**config.mk**
```make
export PLATFORM = sky130hd
export DESIGN_NAME = instr_prefetch_buffer_flat
export DESIGN_NICKNAME = d
export VERILOG_FILES = /design/src/rtl/instr_prefetch_buffer_pkg.sv /design/src/rtl/instr_prefetch_buffer_if.sv /design/src/rtl/instr_prefetch_buffer_fifo.sv /design/src/rtl/instr_prefetch_buffer.sv /design/src/flat_wrapper.sv
export SDC_FILE = /design/constraint.sdc
export NUM_CORES = 1
export LEC_CHECK = 0
export ABC_AREA = 1
export CAP_MARGIN = 20
export CORE_ASPECT_RATIO = 1.2
export CORE_MARGIN = 3
export CORE_UTILIZATION = 60
export DETAILED_ROUTE_END_ITERATION = 10
export PLACE_DENSITY = 0.91
export REMOVE_ABC_BUFFERS = 1
export SLEW_MARGIN = 20
export SYNTH_ARGS = -nofsm -noshare
export SYNTH_HDL_FRONTEND = slang
export SYNTH_HIERARCHICAL = 1
export SYNTH_SLANG_ARGS = --single-unit
```
**constraint.sdc**
```tcl
create_clock -name clk -period 5.2 [get_ports clk]
set_clock_uncertainty 0.2 [all_clocks]
set_input_delay 0.78 -clock clk [delete_from_list [all_inputs] [get_ports clk]]
set_output_delay 0.78 -clock clk [all_outputs]
set_load 0.01 [all_outputs]
```
**src/rtl/instr_prefetch_buffer_pkg.sv**
```systemverilog
// Package: instr_prefetch_buffer_pkg
// Purpose: Shared constants, the queue entry type and a PC helper for the
//          instruction prefetch buffer.
//   NOP              - instruction presented when the queue is empty
//   DEFAULT_RESET_PC - fetch PC loaded on reset unless overridden
//   fetch_entry_t    - one queued instruction plus its pc+1 tag
package instr_prefetch_buffer_pkg;

    localparam logic [15:0] NOP              = 16'h0000;
    localparam logic [15:0] DEFAULT_RESET_PC = 16'h0000;

    typedef struct packed {
        logic [15:0] instr;
        logic [15:0] pc_plus_1;
    } fetch_entry_t;

    // 16-bit increment; FFFF wraps to 0000 by truncation.
    function automatic logic [15:0] pc_inc(input logic [15:0] pc);
        return pc + 16'd1;
    endfunction

endpackage

```
**src/rtl/instr_prefetch_buffer_if.sv**
```systemverilog
// Interface: instr_prefetch_buffer_if
// Purpose: Bundles the redirect, instruction-memory and consumer-side
//          signals of the prefetch buffer.
//   master - prefetch buffer side: drives imem_req/imem_addr, out_* and occupancy
//   slave  - environment side: drives redirect, imem_rdata and out_ready
interface instr_prefetch_buffer_if #(
    parameter int DEPTH = 4
);
    logic                     redirect_valid;
    logic [15:0]              redirect_addr;
    logic                     imem_req;
    logic [15:0]              imem_addr;
    logic [15:0]              imem_rdata;
    logic                     out_valid;
    logic [15:0]              out_instr;
    logic [15:0]              out_pc_plus_1;
    logic                     out_ready;
    logic [$clog2(DEPTH):0]   occupancy;

    modport master (
        input  redirect_valid, redirect_addr, imem_rdata, out_ready,
        output imem_req, imem_addr, out_valid, out_instr, out_pc_plus_1, occupancy
    );

    modport slave (
        output redirect_valid, redirect_addr, imem_rdata, out_ready,
        input  imem_req, imem_addr, out_valid, out_instr, out_pc_plus_1, occupancy
    );
endinterface

```
**src/rtl/instr_prefetch_buffer_fifo.sv**
```systemverilog
// Module: instr_prefetch_buffer_fifo
// Purpose: DEPTH-entry synchronous FIFO of fetch entries with push, pop and
//          clear, wrapping read/write pointers and an entry count.
// Ports:
//   clk      - clock
//   srst     - synchronous active-high reset (empties the FIFO)
//   i_push   - write i_wdata at the tail
//   i_pop    - drop the head entry
//   i_clear  - empty the FIFO; overrides push and pop in the same cycle
//   i_wdata  - entry to write
//   o_rdata  - head entry (meaningful only when o_count != 0)
//   o_count  - number of entries held, 0..DEPTH
module instr_prefetch_buffer_fifo
    import instr_prefetch_buffer_pkg::*;
#(
    parameter int DEPTH = 4
) (
    input  logic                     clk,
    input  logic                     srst,
    input  logic                     i_push,
    input  logic                     i_pop,
    input  logic                     i_clear,
    input  fetch_entry_t             i_wdata,
    output fetch_entry_t             o_rdata,
    output logic [$clog2(DEPTH):0]   o_count
);
    localparam int AW = $clog2(DEPTH);
    localparam int CW = AW + 1;

    fetch_entry_t  r_mem [DEPTH];
    logic [AW-1:0] r_wr_ptr;
    logic [AW-1:0] r_rd_ptr;
    logic [CW-1:0] r_count;

    logic w_pop;
    logic w_push;

    assign w_pop  = i_pop && !i_clear && (r_count != '0);
    // A full FIFO accepts a push only if the head leaves in the same cycle.
    assign w_push = i_push && !i_clear && ((r_count != CW'(DEPTH)) || w_pop);

    // Storage carries no reset; validity is tracked by the count alone.
    always_ff @(posedge clk) begin
        if (w_push && !srst) begin
            r_mem[r_wr_ptr] <= i_wdata;
        end
    end

    always_ff @(posedge clk) begin
        if (srst || i_clear) begin
            r_wr_ptr <= '0;
            r_rd_ptr <= '0;
            r_count  <= '0;
        end else begin
            if (w_push) begin
                r_wr_ptr <= r_wr_ptr + AW'(1);
            end
            if (w_pop) begin
                r_rd_ptr <= r_rd_ptr + AW'(1);
            end
            case ({w_push, w_pop})
                2'b10:   r_count <= r_count + CW'(1);
                2'b01:   r_count <= r_count - CW'(1);
                default: r_count <= r_count;
            endcase
        end
    end

    assign o_rdata = r_mem[r_rd_ptr];
    assign o_count = r_count;

endmodule

```
**src/rtl/instr_prefetch_buffer.sv**
```systemverilog
// Module: instr_prefetch_buffer
// Purpose: Fetch-side front end. Owns the fetch PC, issues at most one request
//          per cycle to a 1-cycle-latency instruction memory and queues the
//          returned instructions tagged with pc+1, so that decode stalls do
//          not stall fetch and branch redirects flush cleanly.
// Ports:
//   clk       - clock
//   pc_reset  - synchronous active-high reset
//   bus       - master modport: redirect_valid/addr, imem_req/addr/rdata,
//               out_valid/instr/pc_plus_1, out_ready, occupancy
module instr_prefetch_buffer
    import instr_prefetch_buffer_pkg::*;
#(
    parameter int          DEPTH    = 4,
    parameter logic [15:0] RESET_PC = DEFAULT_RESET_PC
) (
    input  logic                        clk,
    input  logic                        pc_reset,
    instr_prefetch_buffer_if.master     bus
);
    localparam int CW = $clog2(DEPTH) + 1;

    logic [15:0]   r_fetch_pc;
    logic          r_inflight;
    logic [15:0]   r_ret_addr;

    logic [CW-1:0] w_count;
    logic [CW:0]   w_credits_used;
    logic          w_issue;
    logic          w_out_valid;
    logic          w_pop;
    fetch_entry_t  w_head;
    fetch_entry_t  w_push_entry;

    // Credits are taken from registered counts only: a pop this cycle does
    // not free a slot until next cycle, which keeps the issue path short.
    assign w_credits_used = {1'b0, w_count} + {{CW{1'b0}}, r_inflight};
    assign w_issue = !pc_reset && !bus.redirect_valid &&
                     (w_credits_used < (CW + 1)'(DEPTH));

    assign w_out_valid = (w_count != '0);
    assign w_pop       = w_out_valid && bus.out_ready;

    assign w_push_entry.instr     = bus.imem_rdata;
    assign w_push_entry.pc_plus_1 = pc_inc(r_ret_addr);

    // The only return that can be stale is the one on imem_rdata during a
    // redirect or reset cycle (no request is issued in those cycles); the
    // FIFO's clear/reset outranks that push, so it is discarded there.
    instr_prefetch_buffer_fifo #(
        .DEPTH (DEPTH)
    ) u_fifo (
        .clk     (clk),
        .srst    (pc_reset),
        .i_push  (r_inflight),
        .i_pop   (w_pop),
        .i_clear (bus.redirect_valid),
        .i_wdata (w_push_entry),
        .o_rdata (w_head),
        .o_count (w_count)
    );

    always_ff @(posedge clk) begin
        if (pc_reset) begin
            r_fetch_pc <= RESET_PC;
            r_inflight <= 1'b0;
            r_ret_addr <= '0;
        end else begin
            r_inflight <= w_issue;
            if (bus.redirect_valid) begin
                r_fetch_pc <= bus.redirect_addr;
            end else if (w_issue) begin
                r_fetch_pc <= pc_inc(r_fetch_pc);
                r_ret_addr <= r_fetch_pc;
            end
        end
    end

    assign bus.imem_req      = w_issue;
    assign bus.imem_addr     = r_fetch_pc;
    assign bus.out_valid     = w_out_valid;
    assign bus.out_instr     = w_out_valid ? w_head.instr     : NOP;
    assign bus.out_pc_plus_1 = w_out_valid ? w_head.pc_plus_1 : 16'h0000;
    assign bus.occupancy     = w_count;

endmodule

```
**src/flat_wrapper.sv**
```systemverilog
// flat-port wrapper written by rule: the top's interface ports become plain ports
module instr_prefetch_buffer_flat import instr_prefetch_buffer_pkg::*;
#(
    parameter int          DEPTH    = 4,
    parameter logic [15:0] RESET_PC = DEFAULT_RESET_PC
)
  (clk, pc_reset, bus_redirect_valid, bus_redirect_addr, bus_imem_rdata, bus_out_ready, bus_imem_req, bus_imem_addr, bus_out_valid, bus_out_instr, bus_out_pc_plus_1, bus_occupancy);
  instr_prefetch_buffer_if #(.DEPTH(DEPTH)) bus_i ();
  input  logic clk;
  input  logic pc_reset;
  input wire logic [$bits(bus_i.redirect_valid)-1:0] bus_redirect_valid;
  input wire logic [$bits(bus_i.redirect_addr)-1:0] bus_redirect_addr;
  input wire logic [$bits(bus_i.imem_rdata)-1:0] bus_imem_rdata;
  input wire logic [$bits(bus_i.out_ready)-1:0] bus_out_ready;
  output wire logic [$bits(bus_i.imem_req)-1:0] bus_imem_req;
  output wire logic [$bits(bus_i.imem_addr)-1:0] bus_imem_addr;
  output wire logic [$bits(bus_i.out_valid)-1:0] bus_out_valid;
  output wire logic [$bits(bus_i.out_instr)-1:0] bus_out_instr;
  output wire logic [$bits(bus_i.out_pc_plus_1)-1:0] bus_out_pc_plus_1;
  output wire logic [$bits(bus_i.occupancy)-1:0] bus_occupancy;
  assign bus_i.redirect_valid = bus_redirect_valid;
  assign bus_i.redirect_addr = bus_redirect_addr;
  assign bus_i.imem_rdata = bus_imem_rdata;
  assign bus_i.out_ready = bus_out_ready;
  assign bus_imem_req = bus_i.imem_req;
  assign bus_imem_addr = bus_i.imem_addr;
  assign bus_out_valid = bus_i.out_valid;
  assign bus_out_instr = bus_i.out_instr;
  assign bus_out_pc_plus_1 = bus_i.out_pc_plus_1;
  assign bus_occupancy = bus_i.occupancy;
  instr_prefetch_buffer #(.DEPTH(DEPTH), .RESET_PC(RESET_PC)) u_core (.clk(clk), .pc_reset(pc_reset), .bus(bus_i));
endmodule
```
---- Word level (Yosys, flattened, before mapping) ----
Memory sizes are Yosys's and may differ from the RTL's. A register that Yosys moved wholly into a read port is not among the register bits.
Index checks and enable logic that the tools add are counted.
operators by class
  add/sub/neg operators ................... 7
  $lt $le $gt $ge ......................... 1
  equality and inequality tests ........... 3
  multiplexer cells ....................... 9
  bitwise gates (word level) .............. 1
  reductions and logical operators ........ 16
operators by type and width
  operator                                                               count
  16-bit 2-to-1 mux                                                      4
  16-bit by 1-bit adder with 16-bit output (second input constant)       2
  1-bit logical AND                                                      8
  3-bit case mux with 2 select lines                                     1
  2-bit by 1-bit adder with 2-bit output (second input constant)         2
  3-bit by 1-bit adder with 4-bit output                                 1
  4-bit by 3-bit < comparator with 1-bit output (second input constant)  1
  2-bit 2-to-1 mux                                                       2
  2-bit nonzero test                                                     2
  3-bit by 1-bit adder with 3-bit output (second input constant)         1
  3-bit != test (second input constant)                                  1
  3-bit nonzero test                                                     1
  3-bit by 1-bit subtractor with 3-bit output (second input constant)    1
  2-bit by 1-bit == test with 1-bit output (second input constant)       1
  2-bit == test (second input constant)                                  1
  1-bit zero test                                                        2
  1-bit logical OR                                                       2
  1-bit 2-to-1 mux                                                       2
  2-bit AND reduction                                                    1
  1-bit NOT                                                              1
word-level totals
  register bits after elaboration ......... 40
  memory bits (writable) .................. 128
  input bits .............................. 36
  output and inout bits ................... 53
  word-level logic and storage cells ...... 44
  memories ................................ 1
memories
  name                 depth  width  read ports  clocked after memory_dff  wr ports  RTL line                          RTL
  u_core.u_fifo.r_mem  4      32     1           1                         1         instr_prefetch_buffer_fifo.sv:30  fetch_entry_t r_mem [DEPTH];

---- Logic depth before layout (Yosys ltp) ----
Gate-level depths: netlist (run 1).
  depth after elaboration ................. 9
  gate-level depth with buffers ........... 11
  gate-level depth less buffers ........... 11

---- Hierarchy ----
The synthesis (run 1) kept the hierarchy.
modules (own cells, without submodules)
  module                      instances  cells each  area each (um^2)  sequential area each (um^2)
  instr_prefetch_buffer_fifo  1          380         5202.5            4023.9
  instr_prefetch_buffer       1          357         2334.7            660.6

---- Worst setup path before layout (run 1) ----
Ideal clock, no wire load.
  path kind ............................... input to register
  start point ............................. input port bus_out_ready
  end point ............................... memory u_core/u_fifo/r_mem[0][0] (netlist name) (enable)
  library setup time ...................... 0.421 ns
  arrival ................................. 2.883 ns
  data required time ...................... 4.579 ns
  slack ................................... 1.696 ns
  stages on the path ...................... 9
  buffers on the path ..................... 0
  path through ............................ inv_1 -> nor2_1 -> inv_1 -> nor2_2 -> nand2_2 -> nand3_2 -> nand2_2 -> or2_4 -> nor2_1
between the ends
  cells in the longest elaborated chain, start to end .. 8
RTL lines
  element                                 RTL line                          RTL
  start: declaration                      flat_wrapper.sv:14                input wire logic [$bits(bus_i.out_ready)-1:0] bus_out_ready;
  1-bit logical AND                       instr_prefetch_buffer.sv:42       assign w_pop = w_out_valid && bus.out_ready;
  via u_core.w_pop                        instr_prefetch_buffer.sv:31       logic w_pop;
  1-bit logical AND (2 in a row)          instr_prefetch_buffer_fifo.sv:38  assign w_pop = i_pop && !i_clear && (r_count != '0);
  1-bit logical OR                        instr_prefetch_buffer_fifo.sv:40  assign w_push = i_push && !i_clear && ((r_count != CW'(DEPTH)) || w_pop);
  1-bit logical AND                       instr_prefetch_buffer_fifo.sv:40
  1-bit logical AND                       instr_prefetch_buffer_fifo.sv:44  if (w_push && !srst) begin
  1-bit 2-to-1 mux                        instr_prefetch_buffer_fifo.sv:44
  1-bit 2-to-1 mux (not written as such)  instr_prefetch_buffer_fifo.sv:45  r_mem[r_wr_ptr] <= i_wdata;
  end: declaration                        instr_prefetch_buffer_fifo.sv:30
The timed path passes the listed nets, and every way through them passes these cells.

==> results of run 1 <==
sequential cells by signal, indices dropped and copies added (netlist names), named ones only:
register	flops
u_core/r_inflight	1
u_core/r_ret_addr	16
u_core/u_fifo/r_wr_ptr	2
u_core/u_fifo/r_mem	128
u_core/bus.imem_addr	16
u_core/u_fifo/o_count	3
u_core/u_fifo/r_rd_ptr	2
cells by family after synthesis:
family	after synthesis	share of synthesized area (%)
AOI/OAI and AO/OA	164	12.3
xor gates and xnor gates	17	1.98
adders and majority gates	7	1.26
buffers and inverters	120	6.87
DFF	170	62.2
and+or+nand+nor	259	15.5
stage by stage:
stage / instances / cell area (um2) / utilization [%]
2_1_floorplan: 704 / 7350 / -
3_3_place_gp: 959 / 8510 / 70.0
3_5_place_dp: 959 / 8510 / 70.0
4_1_cts: 991 / 9110 / 74.9
5_1_grt: 991 / 9110 / 74.9
6_report: 991 / 9110 / 74.9
metal layers:
metal	wire length [um]	global-route usage [%]	part of all wire [%]
met1	6520	30.1	38
met2	8940	43.4	53
met5	0	0	0
met3	1040	5.37	6.1
met4	456	12.1	2.7
synth_stat cells, types with 5 or more instances:
library cell,number,share of area [%]
nand2_1,69,3.4
a21oi_1,26,1.7
nor2_1,131,6.5
nand2_2,6,0.50
inv_1,81,4.0
nor2_2,7,0.58
o21ai_1,9,0.60
edfxtp_1,128,51
xor2_1,12,1.4
ha_1,6,1.0
inv_2,5,0.25
dfxtp_1,42,11
o22ai_1,32,2.7
nor2_4,7,1.0
nand3_1,24,1.6
buf_2,8,0.53
buf_6,7,1.0
xnor2_1,5,0.58
clkbuf_1,16,0.80
o21ai_0,78,5.2
cell usage in the layout, fill, tap and decap left out, types with 2 or more instances in the layout:
cell type / n
ha_1: 6
edfxtp_1: 128
clkinvlp_4: 2
nor2_2: 7
nand3_2: 4
a21oi_1: 26
nand2_1: 69
inv_6: 3
a211oi_2: 2
o21bai_1: 2
clkinv_1: 2
inv_2: 5
o21ai_1: 9
clkdlybuf4s50_1: 88
dfxtp_1: 41
nand3_1: 24
clkinv_4: 3
nor2_1: 127
nand4_1: 4
clkinv_2: 2
buf_4: 6
o21ai_0: 78
clkbuf_16: 17
nor3_1: 2
o22ai_1: 32
a21oi_2: 4
xor2_1: 12
inv_1: 81
bufinv_16: 3
a22oi_1: 4
nand2_2: 6
xnor2_1: 5
a31oi_1: 3
nor2_4: 11
how the worst max path moves through the flow:
stage / start / end / slack [ps] / cells after the start
2_1_floorplan: u_core/u_fifo/o_count[2] / u_core/u_fifo/r_mem[0][0] / 1680 / 9
3_3_place_gp: pc_reset / bus_imem_req / 1450 / 6
3_5_place_dp: pc_reset / bus_imem_req / 1430 / 6
4_1_cts: flip-flop / bus_out_pc_plus_1[14] / 1090 / 7
5_1_grt: flip-flop / bus_out_pc_plus_1[14] / 880 / 7
6_report: flip-flop / bus_out_pc_plus_1[10] / 1060 / 7
worst max-delay path: stages (launching register included):
cell and delay, ps:
dfxtp_2 310, buf_4 290, inv_2 810, o21ai_0 240, o22ai_1 230, inv_1 90, nor2_1 160, clkdlybuf4s50_1 560
where the power goes:
part           total (W)  leakage, nW  switching (W)  internal (W)
registers        0.00151         1.50      0.0000247       0.00148
clock network    0.00127        0.286       0.000517      0.000757
logic           0.000168         1.61      0.0000902     0.0000781
total            0.00295         3.40       0.000631       0.00232
cell type report:
cell class	instances	area, um2
sequential	170	4690
multi-input combinational	447	2370
tap	161	201
fill	770	3060
timing repair buffer	94	926
inverter	87	328
clock inverter	14	170
clock buffer	18	429
==> reports/metrics.yaml, run 1 <==
syn-cell-area_um2: 7540
finalWeightedCongestion: 0.883
synth_area_per_cell_um2: 10.2
async_flop_share_pct: 0
tns_ps: 0
relSlewSlack_pct: 30.8
cts_setup_buffers: 0
preCtsSetupSlack_ps: 1430
start_kind: "flip-flop"
hold_ws_ps: 276
clkSlewWorstSetupHoldPaths_ps: 60
row_count: 44
layout_min_cycle_time_ps: 4140
cts_tree: "built"
wirelength_um: 17000
required_ps: 4220
hold_class: "reg -> reg"
cts_max_path_buffers: 2
rrSetupSlack_ps: 2050
final.period_utilization_pct: 79.6
die_w_um: 108
area_growth_syn_to_layout_pct: 20.9
slew_violations: 0
irDropWorstVdd_uv: 180
syn-instance-count: 737
cts_max_level: 4
dr.pass1.iters: 5
die_y_um: 129
die-area_um2: 13900
core_area_um2: 12200
drive_gt1_share_pct: 9.88
nNetsFinal: 860
ys_ff_latch: 170
r2r_cells: 10
ant_nets: 0
critPathKind: "reg -> out"
status: "complete, no violations"
ios: 89
rsz0062_at_grt: "false"
fmax_mhz: 242
tightest_slew_ps: 1040
setup_viol: 0
synth_edf_count: 128
crit_fanout: 65
avgViaCountPerCell: 5.78
clk-insertion-delay-late_ps: 430
clock_sinks: 170
ys_seq_area_share_pct: 62.2
antenna_found_initial: 0
grt_pass1_vias: 5698
setup_slack_ps: 1060
drc: 0
drt_iter0_markers: 481
synth_warnings: 6
initial_core_util_pct: 61.9
post_cts_resized: 0
grtUsageTotal_pct: 25.2
synth_cell_types: 40
grt_max_degree: 66
grt_first_pass_wirelength_um: 27200
power_density_nw_per_um2: 324
r2r-end: "u_core/u_fifo/r_mem[1][19]"
synthFlopType: "edfxtp_1"
total_power_w: 0.00295
power_leakage_nw: 3.40
r2r-start: "u_core/u_fifo/o_count[2]"
cts_buffers: 17
crit_path_end_kind: "output pin"
wl_per_cell_um: 17.1
drv_cap: 0
min_path_cells: 2
holdCritStartpoint: "u_core/u_fifo/r_rd_ptr[1]"
hpwl_um: 9980
grt_overflow: 0
final-hold-violation-count: 0
diodes: 0
num_vias: 5727
whs_endpoint: "u_core/u_fifo/r_rd_ptr[1]"
cts-root-buf: "clkbuf_16"
cts_hold_buf: 0
io_buffers: 88
cp.arrival_ps: 3160
No activity file was read; power rests on OpenSTA's default activity.
==> inputs of run 2 (changes only) <==
- CORE_UTILIZATION: 60 -> 50
- PLACE_DENSITY: 0.91 -> 0.81
- clock period: 5.2 -> 3.5 ns (I/O delays scaled with it)
==> reports/metrics.yaml, run 2 (synthesized netlist as in run 1, its figures left out) <==
wl_per_cell_um: 14.7
cts_max_level: 4
wirelength_um: 15300
dr.pass1.iters: 5
post_cts_resized: 0
drc: 0
final-hold-violation-count: 0
cts-root-buf: "clkbuf_16"
row_count: 48
ant_nets: 0
cts_tree: "built"
die_w_um: 118
die_y_um: 140
r2r-start: "u_core/u_fifo/o_count[2]"
status: "complete, no violations"
critPathKind: "reg -> out"
rrSetupSlack_ps: 950
die-area_um2: 16600
power_leakage_nw: 3.45
core_area_um2: 14600
finalWeightedCongestion: 0.880
preCtsSetupSlack_ps: 474
setup_slack_ps: 300
cts_setup_buffers: 0
antenna_found_initial: 0
cts_hold_buf: 0
top_register: "u_core/u_fifo/r_mem"
cp.arrival_ps: 2470
clk-insertion-delay-late_ps: 420
relSlewSlack_pct: 57.6
final_common_cell: "edfxtp_1"
switchingPower_w: 0.000910
r2r-end: "u_core/u_fifo/r_mem[1][3]"
p_int_w: 0.00344
timing.critical_path.cells: "buf_4 -> o21ai_0 -> o22ai_1 -> inv_1 -> nor2_1 -> clkdlybuf4s50_1"
slew_violations: 0
drv_cap: 0
fmax_mhz: 313
irDropWorstVdd_uv: 368
crit_fanout: 17
dpl-instance-area_um2: 8690
grt_first_pass_wirelength_um: 24900
hpwl_um: 9760
p_comb_share_pct: 5.7
largest_reg_flops: 128
rsz0062_at_grt: "false"
layout_min_cycle_time_ps: 3200
ios: 89
post-place-cells: 1010
seq_power_share_pct: 51.4
cts_max_path_buffers: 2
hold_class: "reg -> reg"
stdcell_area_um2: 9290
final_cells: 1042
r2r_cells: 10
clock_sinks: 170
total_power_w: 0.00435
final_cell_mix: "128 x edfxtp_1, 127 x nor2_1, 88 x clkdlybuf4s50_1"
diodes: 0
utilization_pct: 63.6
clkSlewWorstSetupHoldPaths_ps: 60
final.period_utilization_pct: 91.4
critPathTopFamily: "buffers and inverters"
switching_share_pct: 20.9
cpPeakStageDelay_ps: 720
start_kind: "flip-flop"
nNetsFinal: 872
cts_buffers: 17
grt_pass1_vias: 5236
fill_cells: 1106
grt_max_degree: 34
io_buffers: 88
grtUsageTotal_pct: 18.9
crit_path_end_kind: "output pin"
grt_overflow: 0
power_density_nw_per_um2: 469
num_vias: 5398
required_ps: 2770
min_path_cells: 2
area_growth_syn_to_layout_pct: 23.2
tightest_slew_ps: 635
holdCritStartpoint: "u_core/u_fifo/r_rd_ptr[1]"
avgViaCountPerCell: 5.18
drive_gt1_share_pct: 11.3
drt_iter0_markers: 357
pwr-share-clk_pct: 42.9
initial_core_util_pct: 51.6
crit_slowest_cell: "dfxtp_1"
setup_viol: 0
crit_buf_inv: 3
whs_endpoint: "u_core/u_fifo/r_rd_ptr[1]"
## run 2: worst max-delay path by stage
stage                                  start                         end  slack, ps  cells past startpoint
detailed placement        bus_redirect_valid  u_core/u_fifo/r_mem[1][31]        470                      8
finish                             flip-flop        bus_out_pc_plus_1[4]        300                      6
global route                       flip-flop            bus_out_instr[0]        100                      6
CTS                                flip-flop        bus_out_pc_plus_1[4]        270                      6
floorplan           u_core/u_fifo/o_count[2]   u_core/u_fifo/r_mem[2][0]        -20                      9
global placement          bus_redirect_valid  u_core/u_fifo/r_mem[1][31]        520                      8
## run 2: layout make-up
type                    count  area (um2)  share of cell area (%)
flip-flops and latches    170        4690                    50.4
inverters                  87         328                    3.53
clock inverters            14         171                    1.85
well taps                 200         250                    2.69
repair buffers            106        1050                    11.3
clock buffers              18         429                    4.62
multi-input cells         447        2370                    25.5
## run 2: per-layer routing
| layer | share of wire [%] | vias to the layer above | track usage [%] |
|---|---|---|---|
| met2 | 51 | 200 | 33.2 |
| met5 | 0 | - | 0 |
| met3 | 5.5 | 18 | 4.56 |
| li1 | - | 2685 | - |
| met1 | 41 | 2495 | 22.3 |
| met4 | 1.6 | 0 | 7.65 |
## run 2: power groups by stage
stage / clock (W) / sequential (W) / combinational (W)
global route: 0.00199 / 0.00224 / 0.000274
floorplan: 0 / 0.00228 / 0.000110
finish: 0.00187 / 0.00224 / 0.000249
detailed placement: 0 / 0.00228 / 0.000247
global placement: 0 / 0.00228 / 0.000243
CTS: 0.00189 / 0.00224 / 0.000249
## run 2: worst min-delay path: cells and delay by family (launching register included)
kind	cells	cell delay [ps]
buf+inv	1	60
flops	1	300
compound gates	1	70
## run 2: metrics by stage
step	TNS, ps	hold WS [ps]
detailed placement	0	266
global placement	0	253
global route	0	310
floorplan	-3130	236
CTS	0	279
finish	0	275
==> inputs of run 3 (changes only) <==
- CORE_ASPECT_RATIO: 1.2 -> 1.1
- GPL_ROUTABILITY_DRIVEN: not set -> 0
- SLEW_MARGIN: 20 -> not set
==> reports/metrics.yaml, run 3 (synthesized netlist as in run 1, its figures left out) <==
status: "complete, no violations"
ant_nets: 0
grt_max_degree: 43
tightest_slew_ps: 603
dpl-instance-area_um2: 8620
drt_iter0_markers: 531
antenna_found_initial: 0
final_common_cell: "edfxtp_1"
final_cells: 1031
hold_class: "reg -> reg"
grt_overflow: 0
clkSlewWorstSetupHoldPaths_ps: 60
stdcell_area_um2: 9250
required_ps: 2770
grtUsageTotal_pct: 19.5
power_leakage_nw: 3.46
wl_per_cell_um: 14.8
diodes: 0
ios: 89
preCtsSetupSlack_ps: 452
hold_ws_ps: 270
final.period_utilization_pct: 91.1
crit_fanout: 42
dr.pass1.iters: 4
cts_tree: "built"
cp.arrival_ps: 2460
fill_cells: 1150
cts_max_level: 4
start_kind: "flip-flop"
layout_min_cycle_time_ps: 3190
row_count: 46
final_cell_mix: "128 x edfxtp_1, 127 x nor2_1, 88 x clkdlybuf4s50_1"
cts_hold_buf: 0
power_density_nw_per_um2: 479
avgViaCountPerCell: 5.33
hpwl_um: 9860
wirelength_um: 15300
critPathKind: "reg -> out"
drive_gt1_share_pct: 11.1
cts_setup_buffers: 0
relSlewSlack_pct: 59.8
setup_viol: 0
cts_buffers: 17
cts-root-buf: "clkbuf_16"
top_register: "u_core/u_fifo/r_mem"
area_growth_syn_to_layout_pct: 22.7
rsz0062_at_grt: "false"
clk-insertion-delay-late_ps: 410
crit_path_end_kind: "output pin"
nNetsFinal: 869
post-place-cells: 999
clock_sinks: 170
initial_core_util_pct: 51.6
cts_max_path_buffers: 2
grt_first_pass_wirelength_um: 25500
post_cts_resized: 0
die-area_um2: 16600
setup_slack_ps: 312
core_area_um2: 14600
fmax_mhz: 314
drc: 0
final-hold-violation-count: 0
slew_violations: 0
largest_reg_flops: 128
io_buffers: 88
num_vias: 5492
grt_pass1_vias: 5298
die_y_um: 135
irDropWorstVdd_uv: 358
drv_cap: 0
die_w_um: 123
run 3: cell type report:
type                       instances  area, um2  area share, %
tap                              192        240           2.60
multi-input combinational        447       2350           25.4
sequential                       170       4690           50.7
clock buffer                      17        425           4.60
clock inverter                    15        199           2.15
timing repair buffer             103       1020           11.0
inverter                          87        328           3.54
run 3: per-stage QoR:
step	TNS, ps	power [W]	utilization, %
floorplan	-3130	0.00239	-
global placement	0	0.00252	59.0
detailed placement	0	0.00253	59.0
CTS	0	0.00446	63.3
global route	0	0.00459	63.3
finish	0	0.00443	63.3
run 3: metal layers:
layer,track usage (%),share of wire [%],vias to the layer above
li1,-,-,2680
met1,25.2,43,2583
met2,32.5,49,208
met3,4.69,6.0,21
met4,6.09,1.7,0
met5,0,0,-
run 3: where the power goes:
group	switching (W)	internal [W]	leakage [nW]	total, W
combinational	0.000132	0.000118	1.66	0.000250
clock	0.000745	0.00119	0.293	0.00194
sequential	0.0000348	0.00220	1.50	0.00224
total	0.000912	0.00351	3.46	0.00443
run 3: final timing paths:
path | startpoint | endpoint | slack [ps] | cells after the start
min reg2reg | u_core/u_fifo/r_rd_ptr[1] | u_core/u_fifo/r_rd_ptr[1] | 270 | 2
min | u_core/u_fifo/r_rd_ptr[1] | u_core/u_fifo/r_rd_ptr[1] | 270 | 2
max reg2reg | u_core/u_fifo/o_count[2] | u_core/u_fifo/r_mem[2][23] | 910 | 10
max | flip-flop | bus_out_pc_plus_1[6] | 310 | 7
run 3: worst max-delay path: stages, from the launching register on:
cell and delay, ps:
dfxtp_2 420, inv_2 330, buf_12 260, nor2_1 60
o22ai_1 180, inv_1 50, nor2_1 160, clkdlybuf4s50_1 560
